--- src/rtl/sfifo_pkg.sv ---
// Shared types and elaboration helpers for the sfifo stream buffer.
package sfifo_pkg;
  localparam int DEF_DATA_W = 32;
  localparam int DEF_DEPTH  = 4;
  localparam int DEF_CNT_W  = $clog2(DEF_DEPTH) + 1;

  typedef logic [DEF_DATA_W-1:0] data_t;
  typedef logic [DEF_CNT_W-1:0]  cnt_t;

  function automatic bit is_pow2(input int n);
    return (n > 0) && ((n & (n - 1)) == 0);
  endfunction
endpackage

--- src/rtl/sfifo_mem.sv ---
// DEPTH x DATA_W storage: one synchronous write port, one asynchronous read port.
module sfifo_mem #(
  parameter int DATA_W = 32,
  parameter int DEPTH  = 4,
  parameter int AW     = $clog2(DEPTH)
) (
  input  logic              clk,
  input  logic              we,
  input  logic [AW-1:0]     waddr,
  input  logic [DATA_W-1:0] wdata,
  input  logic [AW-1:0]     raddr,
  output logic [DATA_W-1:0] rdata
);
  logic [DATA_W-1:0] mem [DEPTH];

  // Contents are deliberately left unreset; validity is tracked by the pointers.
  always_ff @(posedge clk) begin
    if (we) mem[waddr] <= wdata;
  end

  assign rdata = mem[raddr];
endmodule

--- src/rtl/sfifo.sv ---
// Valid/ready stream FIFO with registered head beat and registered s_ready.
// One-cycle minimum latency, no bypass; s_ready is !full of the post-edge state.
module sfifo
  import sfifo_pkg::*;
#(
  parameter int DATA_W = DEF_DATA_W,
  parameter int DEPTH  = DEF_DEPTH,
  localparam int CNT_W = $clog2(DEPTH) + 1
) (
  input  logic              clk,
  input  logic              reset,
  input  logic              s_valid,
  output logic              s_ready,
  input  logic [DATA_W-1:0] s_data,
  output logic              m_valid,
  input  logic              m_ready,
  output logic [DATA_W-1:0] m_data,
  output logic [CNT_W-1:0]  count,
  output logic              full,
  output logic              empty
);
  localparam int AW = CNT_W - 1;

  if (!is_pow2(DEPTH) || DEPTH < 2) begin : g_bad_depth
    $error("sfifo: DEPTH must be a power of two and at least 2");
  end

  logic [CNT_W-1:0]  wr_ptr, rd_ptr, head_ptr, count_nxt;
  logic [DATA_W-1:0] rdata, head_dat;
  logic              push, pop;

  assign push  = s_valid & s_ready;
  assign pop   = m_valid & m_ready;
  assign empty = (wr_ptr == rd_ptr);
  assign full  = (wr_ptr[AW-1:0] == rd_ptr[AW-1:0]) && (wr_ptr[CNT_W-1] != rd_ptr[CNT_W-1]);

  // Head after this edge; when it is the slot being written now, take the write data.
  assign head_ptr = pop ? rd_ptr + CNT_W'(1) : rd_ptr;
  assign head_dat = (push && (wr_ptr == head_ptr)) ? s_data : rdata;

  always_comb begin
    count_nxt = count;
    case ({push, pop})
      2'b10:   count_nxt = count + CNT_W'(1);
      2'b01:   count_nxt = count - CNT_W'(1);
      default: count_nxt = count;
    endcase
  end

  sfifo_mem #(
    .DATA_W(DATA_W),
    .DEPTH (DEPTH),
    .AW    (AW)
  ) u_mem (
    .clk  (clk),
    .we   (push),
    .waddr(wr_ptr[AW-1:0]),
    .wdata(s_data),
    .raddr(head_ptr[AW-1:0]),
    .rdata(rdata)
  );

  always_ff @(posedge clk or posedge reset) begin
    if (reset) begin
      wr_ptr  <= '0;
      rd_ptr  <= '0;
      count   <= '0;
      s_ready <= 1'b0;
      m_valid <= 1'b0;
      m_data  <= '0;
    end else begin
      if (push) wr_ptr <= wr_ptr + CNT_W'(1);
      rd_ptr  <= head_ptr;
      count   <= count_nxt;
      s_ready <= (count_nxt != CNT_W'(DEPTH));
      m_valid <= (count_nxt != '0);
      if (pop || (push && empty)) m_data <= head_dat;
    end
  end

  property p_src_hold;
    @(posedge clk) disable iff (reset)
      (s_valid && !s_ready) |=> (s_valid && $stable(s_data));
  endproperty
  a_src_hold: assert property (p_src_hold);
endmodule

--- config.mk ---
export PLATFORM = sky130hd
export DESIGN_NAME = sfifo
export DESIGN_NICKNAME = d
export VERILOG_FILES = /design/src/rtl/sfifo_pkg.sv /design/src/rtl/sfifo_mem.sv /design/src/rtl/sfifo.sv
export SDC_FILE = /design/constraint.sdc
export NUM_CORES = 1
export LEC_CHECK = 0
export ABC_AREA = 1
export CORE_MARGIN = 2
export CORE_UTILIZATION = 60
export DETAILED_ROUTE_END_ITERATION = 16
export GPL_TIMING_DRIVEN = 0
export HOLD_SLACK_MARGIN = 0.03
export PLACE_DENSITY = 0.94
export SLEW_MARGIN = 30
export SYNTH_ARGS = -nofsm -noshare
export SYNTH_HDL_FRONTEND = slang
export SYNTH_SLANG_ARGS = --single-unit
--- constraint.sdc ---
create_clock -name clk -period 3.7 [get_ports clk]
set_input_delay 0.37 -clock clk [delete_from_list [all_inputs] [get_ports clk]]
set_output_delay 0.37 -clock clk [all_outputs]
set_load 0.1 [all_outputs]
## Word-level counts from Yosys, hierarchy flattened

Memories as Yosys holds them, arrays and structs flattened.
Cells that the tools add are included.

| cells by class | value |
|---|---|
| add/sub/neg operators | 4 |
| multipliers | 0 |
| div/mod/pow operators | 0 |
| $lt $le $gt $ge | 0 |
| equal/unequal tests | 7 |
| shift operators | 0 |
| multiplexer cells | 5 |
| bitwise operators | 2 |
| reduce and logical (&&, ||, !) cells | 5 |

Operator list:

| kind | number |
|---|---|
| 32-bit 2-to-1 mux | 1 |
| 3-bit by 1-bit adder with 3-bit output (second input constant) | 3 |
| 3-bit == test | 2 |
| 3-bit case mux with 2 select lines | 1 |
| 1-bit logical AND | 3 |
| 3-bit 2-to-1 mux | 1 |
| 3-bit inequality test (second input constant) | 1 |
| 3-bit nonzero test | 1 |
| 3-bit by 1-bit subtractor with 3-bit output (second input constant) | 1 |
| 1-bit bitwise AND | 2 |
| 2-bit by 1-bit == test with 1-bit output (second input constant) | 1 |
| 2-bit == test | 1 |
| 2-bit == test (second input constant) | 1 |
| 1-bit 2-to-1 mux | 2 |
| 1-bit logical OR | 1 |
| 1-bit inequality test | 1 |

| storage, ports and cells | value |
|---|---|
| bits in registers | 43 |
| latch bits | 0 |
| bits in writable memories | 128 |
| ROM bits | 0 |
| input port bits | 36 |
| output and inout bits | 39 |
| logic and storage cells | 30 |
| memories kept | 1 |

Memory list:

| memory | depth | bits a word | rd ports | clocked after memory_dff | wr ports | RTL line | text |
|---|---|---|---|---|---|---|---|
| u_mem.mem | 4 | 32 | 1 | 0 | 1 | sfifo_mem.sv:14 | `logic [DATA_W-1:0] mem [DEPTH];` |

## Logic depth before layout (Yosys ltp)

Gate-level depths: netlist (run 1).

| depth | value |
|---|---|
| depth in word-level cells | 5 |
| gate-level depth with buffers | 11 |
| depth with buffers taken out | 10 |

## By module

Synthesis (run 1) repeated with hierarchy kept, for this count alone.

| second synthesis, totals | value |
|---|---|
| cell total of the unflattened synthesis | 856 |
| area total of the unflattened synthesis | 7,935.1 um2 |

By module, submodules not included:

| module | instances | cells each | area an instance (um2) | sequential area each (um2) |
|---|---|---|---|---|
| sfifo_mem | 1 | 509 | 5,437.7 | 3,843.7 |
| sfifo | 1 | 347 | 2,497.4 | 1,076.0 |

## Worst setup path after synthesis (run 1)

Ideal clock, no wire load.

| path | value |
|---|---|
| kind | reg-to-reg |
| start point | register s_ready |
| end point | memory u_mem.mem[3][0] (enable) |
| library setup time | 424 ps |
| arrival time | 2,723 ps |
| required time | 3,276 ps |
| setup slack | 553 ps |
| cell stages (with the launch flop) | 3 |
| buffers on the path | 0 |
| period minus slack after synthesis | 3,147 ps |
| path through | dfrtp_1 nand2_1 nor2_1 |

| between the ends | value |
|---|---|
| cells in the longest elaborated chain, start to end | 3 |

RTL lines:

| element | RTL line | text |
|---|---|---|
| start, declared | sfifo.sv:13 | `output logic s_ready,` |
| start signal, assigned | sfifo.sv:75 | `s_ready <= (count_nxt != CNT_W'(DEPTH));` |
| 1-bit bitwise AND | sfifo.sv:32 | `assign push = s_valid & s_ready;` |
| 1-bit 2-to-1 mux | sfifo_mem.sv:18 | `if (we) mem[waddr] <= wdata;` |
| 1-bit 2-to-1 mux (not written as such) | sfifo_mem.sv:18 |  |
| end, declared | sfifo_mem.sv:14 |  |

No other way between the ends.

## Worst setup path in the final report (run 1)

| path | value |
|---|---|
| start point | register wr_ptr[0] |
| end point | output empty |

| between the ends | value |
|---|---|
| cells in the longest elaborated chain, start to end | 1 |

RTL lines:

| element | RTL line | text |
|---|---|---|
| start, declared | sfifo.sv:28 | `logic [CNT_W-1:0] wr_ptr, rd_ptr, head_ptr, count_nxt;` |
| start signal, assigned | sfifo.sv:72 | `if (push) wr_ptr <= wr_ptr + CNT_W'(1);` |
| 3-bit == test | sfifo.sv:34 | `assign empty = (wr_ptr == rd_ptr);` |
| end, declared | sfifo.sv:20 | `output logic empty` |

No other way between the ends.

==> results.yml, run 1 <==
synth:
  synthCells: 709
  yosysMostFrequentCell: "nand2_1"
  ys_seq_elements: 171
  syn_avg_cell_area_sq_um: 10.4
  ys_seq_area_frac: 0.664
  synth_flop_cell: "edfxtp_1"
  ys_async_sr_fraction: 0.251
  yosysUniqueCellTypes: 22
  synth.top_cell.area_share: 0.519
  synth_nets: 752
  yosys_warnings: 0
  synth_area_leader_cell: "edfxtp_1"
  netlist_area_sq_um: 7410
  synth_top_cells_by_count: "nand2_1 (213), nand3_1 (167), edfxtp_1 (128)"
  yosys-top-cells-area: "edfxtp_1 (52%), dfrtp_1 (15%), nand3_1 (11%), nand2_1 (11%), nand4_1 (2.7%)"
  synth_edf_count: 128
drt:
  routed_wl_microns: 20200
  drtIter0Drc: 814
  drc: 0
  ant_nets: 0
  num_vias: 6145
  wire_per_inst_microns: 20.9
  via_per_inst: 6.36
  dr.pass1.iters: 7
outcome:
  outcome: "complete, no violations"
die:
  dieArea_sq_um: 13300
  start_util: 0.617
  ioPinCount: 75
  placementRows: 40
  die_h_microns: 115
  die_width_microns: 115
  core_area_sq_um: 12000
worst_hold_path:
  hp-class: "in2async"
finish:
  n_antenna_cell: 0
  fill_cells: 702
  drive_gt1_frac: 0.0989
  area_delta_synth_final_pct: 22.5
  nets: 850
timing:
  rsz0062_at_grt: "false"
  tns_ns: 0
  worstMarginPinSlew_ns: 0.999
  setup_viol: 0
  timing.slew.headroom: 0.332
  final_hold_viol_count: 0
  final.min_clock_period_ns: 3.11
  timing.fmax_mhz: 321
  whs_ns: 0.288
  fin_skew_ns: 0.0101
  slew_violations: 0
  post-route-period-util: 0.842
worst_setup_path:
  crit_arrival_ns: 2.74
  crit_path_start_kind: "flip-flop"
  path_max_fanout: 4
  required_ns: 3.33
  criticalPathCategory: "reg2out"
  end_kind: "output port"
  reg2regPathDepth: 9
placement:
  gp_congestion: 0.808
  io_buffers: 74
  hpwlAfterDp_microns: 12000
clock_tree:
  cts_resized: 0
  ctsHoldBuffers: 0
  cts.sink_count: 171
  clk_pin_slew_ns: 0.07
  cts-root-buf: "clkbuf_16"
  numCtsBuffers: 17
  cts_tree: "done"
  postCtsSetupBuffers: 0
  ctsHtreeMaxLevel: 4
  cts_buffer_depth: 2
  worstSkewPairLatency_ns: 0.43
grt:
  grt_overflow_total: 0
  grt_pass1_vias: 6271
  grt_max_degree: 28
  grt_pass1_wl_microns: 31800
  antenna_found_initial: 0
  track_usage: 0.320
flow_run:
  maxCapViolations: 0
[final cells by class]
type / instances / area, sq um / share of cell area
timing repair buffer: 79 / 871 / 0.0959
clock inverter: 12 / 151 / 0.0167
clock buffer: 19 / 433 / 0.0477
multi-input combinational: 443 / 2110 / 0.233
buffer: 45 / 215 / 0.0237
sequential: 171 / 4920 / 0.542
inverter: 50 / 188 / 0.0207
tap: 147 / 184 / 0.0203
[through the flow]
step | cells | instance area (sq um) | utilization | worst slack, ns
2_1_floorplan | 709 | 7410 | - | 0.553
3_3_place_gp | 930 | 8330 | 0.694 | -0.0850
3_5_place_dp | 935 | 8490 | 0.707 | 1.08
4_1_cts | 966 | 9080 | 0.756 | 0.633
5_1_grt | 966 | 9080 | 0.756 | 0.551
6_report | 966 | 9080 | 0.756 | 0.585
[layout by cell type (no fill, tap or decap)]
master and n:
nand2_2 5, clkbuf_1 12, dfrtp_1 43, clkinv_4 3, clkinv_2 1, a21oi_1 2
clkdlybuf4s50_1 74, buf_16 4, ha_1 6, xor2_1 4, fa_1 1, nand3_2 1
clkinv_1 2, mux2_2 1, inv_1 46, nand4_1 32, buf_2 31, bufinv_16 3
clkbuf_16 17, nor2_1 3, edfxtp_1 128, nand3_1 167, buf_12 1, buf_1 2
clkinvlp_4 3, o21ai_0 2, inv_2 4, buf_4 2, nor2_4 5, xnor2_1 1
nand2_1 213
[metal layers]
metal / track usage / share of wire
met5: 0 / 0
met4: 0.159 / 0.041
met3: 0.0775 / 0.12
met2: 0.544 / 0.50
met1: 0.385 / 0.34
[logic make-up after synthesis]
kind of cell    count (synthesis)  share of synthesized area
simple gates                  426                      0.258
flops                         171                      0.664
buf+inv                        95                     0.0544
fa+ha+maj                       7                     0.0128
xor+xnor                        5                    0.00591
compound gates                  4                    0.00270
mux                             1                    0.00152
[worst max-delay path, cell delays in order (launching register included)]
cell	delay (ns)
dfrtp_1	0.43
inv_2	0.13
nand2_1	0.09
nand2_1	0.12
nand3_1	0.14
nor2_1	0.22
clkdlybuf4s50_1	1.18
[registers in the layout (all words and copies together), names as in the netlist]
signal and cells:
count 3, m_data 32, m_valid 1, rd_ptr 3, s_ready 1, u_mem.mem 128
wr_ptr 3
[final timing paths]
check                              to  slack (ns)  startpoint
hold / removal             m_data[23]        0.29       reset
setup reg to reg           m_data[12]        1.53   rd_ptr[1]
min in group clk           m_data[13]        0.48  m_data[13]
setup / recovery                empty        0.59   wr_ptr[0]
max in group asynchronous  m_data[10]        2.89       reset
hold reg to reg            m_data[13]        0.48  m_data[13]
Power of run 1 is not shown: default switching activity piles up to over one toggle a cycle in this logic, so the estimate is an artifact.
==> run 2: changes to the inputs <==
CORE_UTILIZATION = 51   (was 60)
PLACE_DENSITY = 0.86   (was 0.94)
clock period = 2.8 ns   (was 3.7 ns; I/O delays follow)
==> results.yml, run 2 (synthesis results as in run 1) <==
worst_setup_path:
  crit_arrival_ns: 2.28
  path_max_fanout: 4
  critPathCapture: "empty"
  reg2regPathDepth: 6
  startpoint: "wr_ptr[0]"
  r2r_start: "s_ready"
  end_kind: "output port"
  ff2ff_setup_slack_ns: 0.68
  criticalPathCategory: "reg2out"
  r2r-end: "s_ready"
  required_ns: 2.52
  crit_path_start_kind: "flip-flop"
flow_run:
  maxCapViolations: 0
drt:
  via_per_inst: 5.71
  wire_per_inst_microns: 18.2
  dr.pass1.iters: 8
  routed_wl_microns: 18300
  drc: 0
  ant_nets: 0
  num_vias: 5726
  drtIter0Drc: 881
clock_tree:
  clk_pin_slew_ns: 0.06
  cts_buffer_depth: 2
  cts.sink_count: 171
  worstSkewPairLatency_ns: 0.43
  numCtsBuffers: 17
  cts-root-buf: "clkbuf_16"
  postCtsSetupBuffers: 0
  ctsHoldBuffers: 0
  ctsHtreeMaxLevel: 4
  cts_tree: "done"
  cts_resized: 2
die:
  placementRows: 44
  die_width_microns: 125
  core_area_sq_um: 14400
  die_h_microns: 125
  ioPinCount: 75
  start_util: 0.515
  dieArea_sq_um: 15500
finish:
  largest-register: "u_mem.mem"
  n_antenna_cell: 0
  drive_gt1_frac: 0.101
  final_area_sq_um: 9100
  reg_top3: "u_mem.mem x128, m_data x32"
  nets: 849
  final_cell_mix: "nand2_1 (213), nand3_1 (167), edfxtp_1 (128), clkdlybuf4s50_1 (72), inv_1 (46)"
  area_delta_synth_final_pct: 22.8
  largest_register_ffs: 128
  final_common_cell: "nand2_1"
timing:
  timing.fmax_mhz: 391
  post-route-period-util: 0.913
  slew_violations: 0
  timing.slew.headroom: 0.343
  fin_skew_ns: 0.00600
  final_hold_viol_count: 0
  worstMarginPinSlew_ns: 0.983
  final.min_clock_period_ns: 2.56
  setup_viol: 0
  rsz0062_at_grt: "false"
grt:
  grt_max_degree: 44
  grt_pass1_vias: 5652
  track_usage: 0.241
  grt_overflow_total: 0
  grt_pass1_wl_microns: 29000
  antenna_found_initial: 0
placement:
  io_buffers: 74
  hpwlAfterDp_microns: 11200
  post_dp_cell_area_sq_um: 8520
  gp_congestion: 0.784
outcome:
  outcome: "complete, no violations"
worst_hold_path:
  hp-class: "in2async"
run 2: changes by cell type in the layout (fill, tap and decap cells not counted), sizes merged, moves of 2 or more:
cell	previous run	this run
bufinv	3	1
dlygate4sd2	0	2
clkinvlp	3	1
clkdlybuf4s50	74	72
clkbuf	29	35
run 2: worst max-delay path: stages, from the launching register on:
cell           delay [ns]
dfrtp_1              0.42
inv_2                0.12
nand2_1              0.09
nand2_1              0.08
nand3_1              0.10
nor2_1               0.16
dlygate4sd2_1        0.88
run 2: how the worst min path moves through the flow:
| stage | start | to | slack (ns) | depth (start not counted) |
|---|---|---|---|---|
| after floorplan | s_data[0] | u_mem.mem[0][0] | 0.38 | 0 |
| after global placement | m_data[22] | m_data[22] | 0.47 | 2 |
| after detailed placement | m_data[7] | m_data[7] | 0.46 | 2 |
| after CTS | reset | m_data[23] | 0.31 | 2 |
| after global routing | reset | m_data[30] | 0.36 | 2 |
| final | reset | m_data[23] | 0.27 | 2 |
run 2: final cells by class:
type,count,area [sq um]
buffer,45,215
clock buffer,25,515
clock inverter,7,62.6
fill,1047,5270
inverter,50,190
multi-input combinational,443,2110
sequential,171,4920
tap,184,230
timing repair buffer,78,848
run 2: metrics by stage:
| step | hold slack [ns] | utilization | cells | TNS [ns] | setup WS [ns] |
|---|---|---|---|---|---|
| after floorplan | 0.379 | - | 709 | -30.26 | -0.315 |
| after global placement | 0.466 | 0.583 | 967 | -89.75 | -0.977 |
| after detailed placement | 0.464 | 0.593 | 971 | 0 | 0.293 |
| after CTS | 0.308 | 0.633 | 1003 | 0 | 0.246 |
| after global routing | 0.357 | 0.633 | 1003 | 0 | 0.173 |
| final | 0.274 | 0.633 | 1003 | 0 | 0.244 |
run 2: per-layer routing:
layer | vias up | global-route usage | share of wire
li1 | 2622 | - | -
met2 | 364 | 0.408 | 0.51
met1 | 2699 | 0.308 | 0.37
met4 | 0 | 0.0945 | 0.024
met3 | 41 | 0.0447 | 0.091
met5 | - | 0 | 0
Power of run 2 is left out for the same reason.
==> run 3: changes to the inputs <==
CORE_UTILIZATION = 59   (was 51)
CTS_BUF_LIST = sky130_fd_sc_hd__clkbuf_4   (was default)
PLACE_DENSITY = 0.92   (was 0.86)
clock period = 2.7 ns   (was 2.8 ns; I/O delays follow)
==> results.yml, run 3 (synthesis results as in run 1) <==
outcome:
  outcome: "complete, no violations"
finish:
  final_cell_mix: "nand2_1 (213), nand3_1 (167), edfxtp_1 (128), clkdlybuf4s50_1 (72), inv_1 (46)"
  fill_cells: 776
  area_delta_synth_final_pct: 19.2
  final_common_cell: "nand2_1"
  ff_latch_area_sq_um: 4920
  multi_input_area_sq_um: 2120
  n_antenna_cell: 0
  final_area_sq_um: 8830
  largest_register_ffs: 128
  drive_gt1_frac: 0.105
  reg_top3: "u_mem.mem x128, m_data x32"
  nets: 851
  largest-register: "u_mem.mem"
die:
  placementRows: 40
  die_h_microns: 116
  ioPinCount: 75
  start_util: 0.612
  die_width_microns: 116
  dieArea_sq_um: 13500
  core_area_sq_um: 12100
worst_setup_path:
  crit_path_start_kind: "flip-flop"
  worstPathCellList: "inv_2 -> nand2_1 -> nand2_1 -> nand3_1 -> a21oi_1 -> clkdlybuf4s15_2"
  path_common_cell: "nand2_1"
  path_max_fanout: 4
  required_ns: 2.43
  path_delay_family: "buffers and inverters"
  end_kind: "output port"
  ff2ff_setup_slack_ns: 0.52
  cp_num_buf_inv: 2
  criticalPathCategory: "reg2out"
  r2r_start: "rd_ptr[1]"
  crit_arrival_ns: 2.22
  crit_slowest_cell: "clkdlybuf4s15_2"
  slowest_delay_ns: 0.57
  startpoint: "wr_ptr[0]"
timing:
  final.min_clock_period_ns: 2.49
  worstMarginPinSlew_ns: 0.997
  slew_violations: 0
  final_hold_viol_count: 0
  timing.fmax_mhz: 401
  whs_ns: 0.0653
  fin_skew_ns: 0.0196
  setup_viol: 0
  timing.slew.headroom: 0.333
  post-route-period-util: 0.923
  rsz0062_at_grt: "false"
clock_tree:
  ctsHtreeMaxLevel: 4
  clk_pin_slew_ns: 0.13
  worstSkewPairLatency_ns: 0.57
  numCtsBuffers: 17
  cts_buffer_depth: 2
  ctsHoldBuffers: 0
  cts.sink_count: 171
  cts_tree: "done"
  cts-root-buf: "clkbuf_4"
drt:
  wire_per_inst_microns: 19.7
  met1Wirelength_microns: 6980
  drtIter0Drc: 744
  ant_nets: 0
  num_vias: 6110
  drc: 0
  dr_wl_met3_microns: 2010
  via_per_inst: 6.18
  met2WireLength_microns: 9720
  highest_layer: "met4"
  routed_wl_microns: 19500
  dr.pass1.iters: 6
placement:
  hpwlAfterDp_microns: 12400
  gp_congestion: 0.846
  post_dp_cell_area_sq_um: 8560
  io_buffers: 74
worst_hold_path:
  hp-class: "in2async"
grt:
  track_usage: 0.306
  grt_overflow_total: 0
  antenna_found_initial: 0
  grt_pass1_wl_microns: 30700
  grt_pass1_vias: 6088
  grt_max_degree: 23
flow_run:
  maxCapViolations: 0
## run 3: cell count changes in the layout (fill, tap and decap cells not counted), moves of 3 or more
cell       change
clkbuf_16     -17
clkinv_4       +4
clkinv_2       -4
clkbuf_4      +19
clkbuf_8       -6
clkinv_1       +3
## run 3: metrics by stage
stage | setup WS [ns] | instances | utilization | TNS, ns
global placement | -0.910 | 951 | 0.690 | -86.43
CTS | 0.211 | 988 | 0.729 | 0
global route | 0.104 | 988 | 0.729 | 0
finish | 0.209 | 988 | 0.729 | 0
detailed placement | 0.177 | 957 | 0.706 | 0
floorplan | -0.415 | 709 | - | -39.86
## run 3: layout make-up
| type | count | area share |
|---|---|---|
| clock buffers | 19 | 0.0162 |
| inverters | 50 | 0.0213 |
| flip-flops and latches | 171 | 0.557 |
| clock inverters | 12 | 0.0143 |
| repair buffers | 80 | 0.103 |
| plain buffers | 45 | 0.0244 |
| multi-input cells | 443 | 0.240 |
| well taps | 168 | 0.0238 |
## run 3: layer usage
metal	track usage	up-vias
li1	-	2627
met1	0.383	2879
met2	0.499	503
met3	0.0748	101
met4	0.158	0
met5	0	-
## run 3: what timing repair did
item | in CTS | in global routing
resized for setup | 6 | 0
endpoints found under the setup margin | 2 | 0
buffers inserted | 0 | 0
## run 3: path summary, 6_finish.rpt
path | to | cells past startpoint
worst max-delay path | full | 6
worst min-delay path | rd_ptr[2] | 2
worst max register to register | m_data[27] | 9
worst min register to register | m_data[12] | 2
max in group asynchronous | m_data[13] | 3
min in group clk | u_mem.mem[3][10] | 1
Power of run 3 is left out for the same reason.
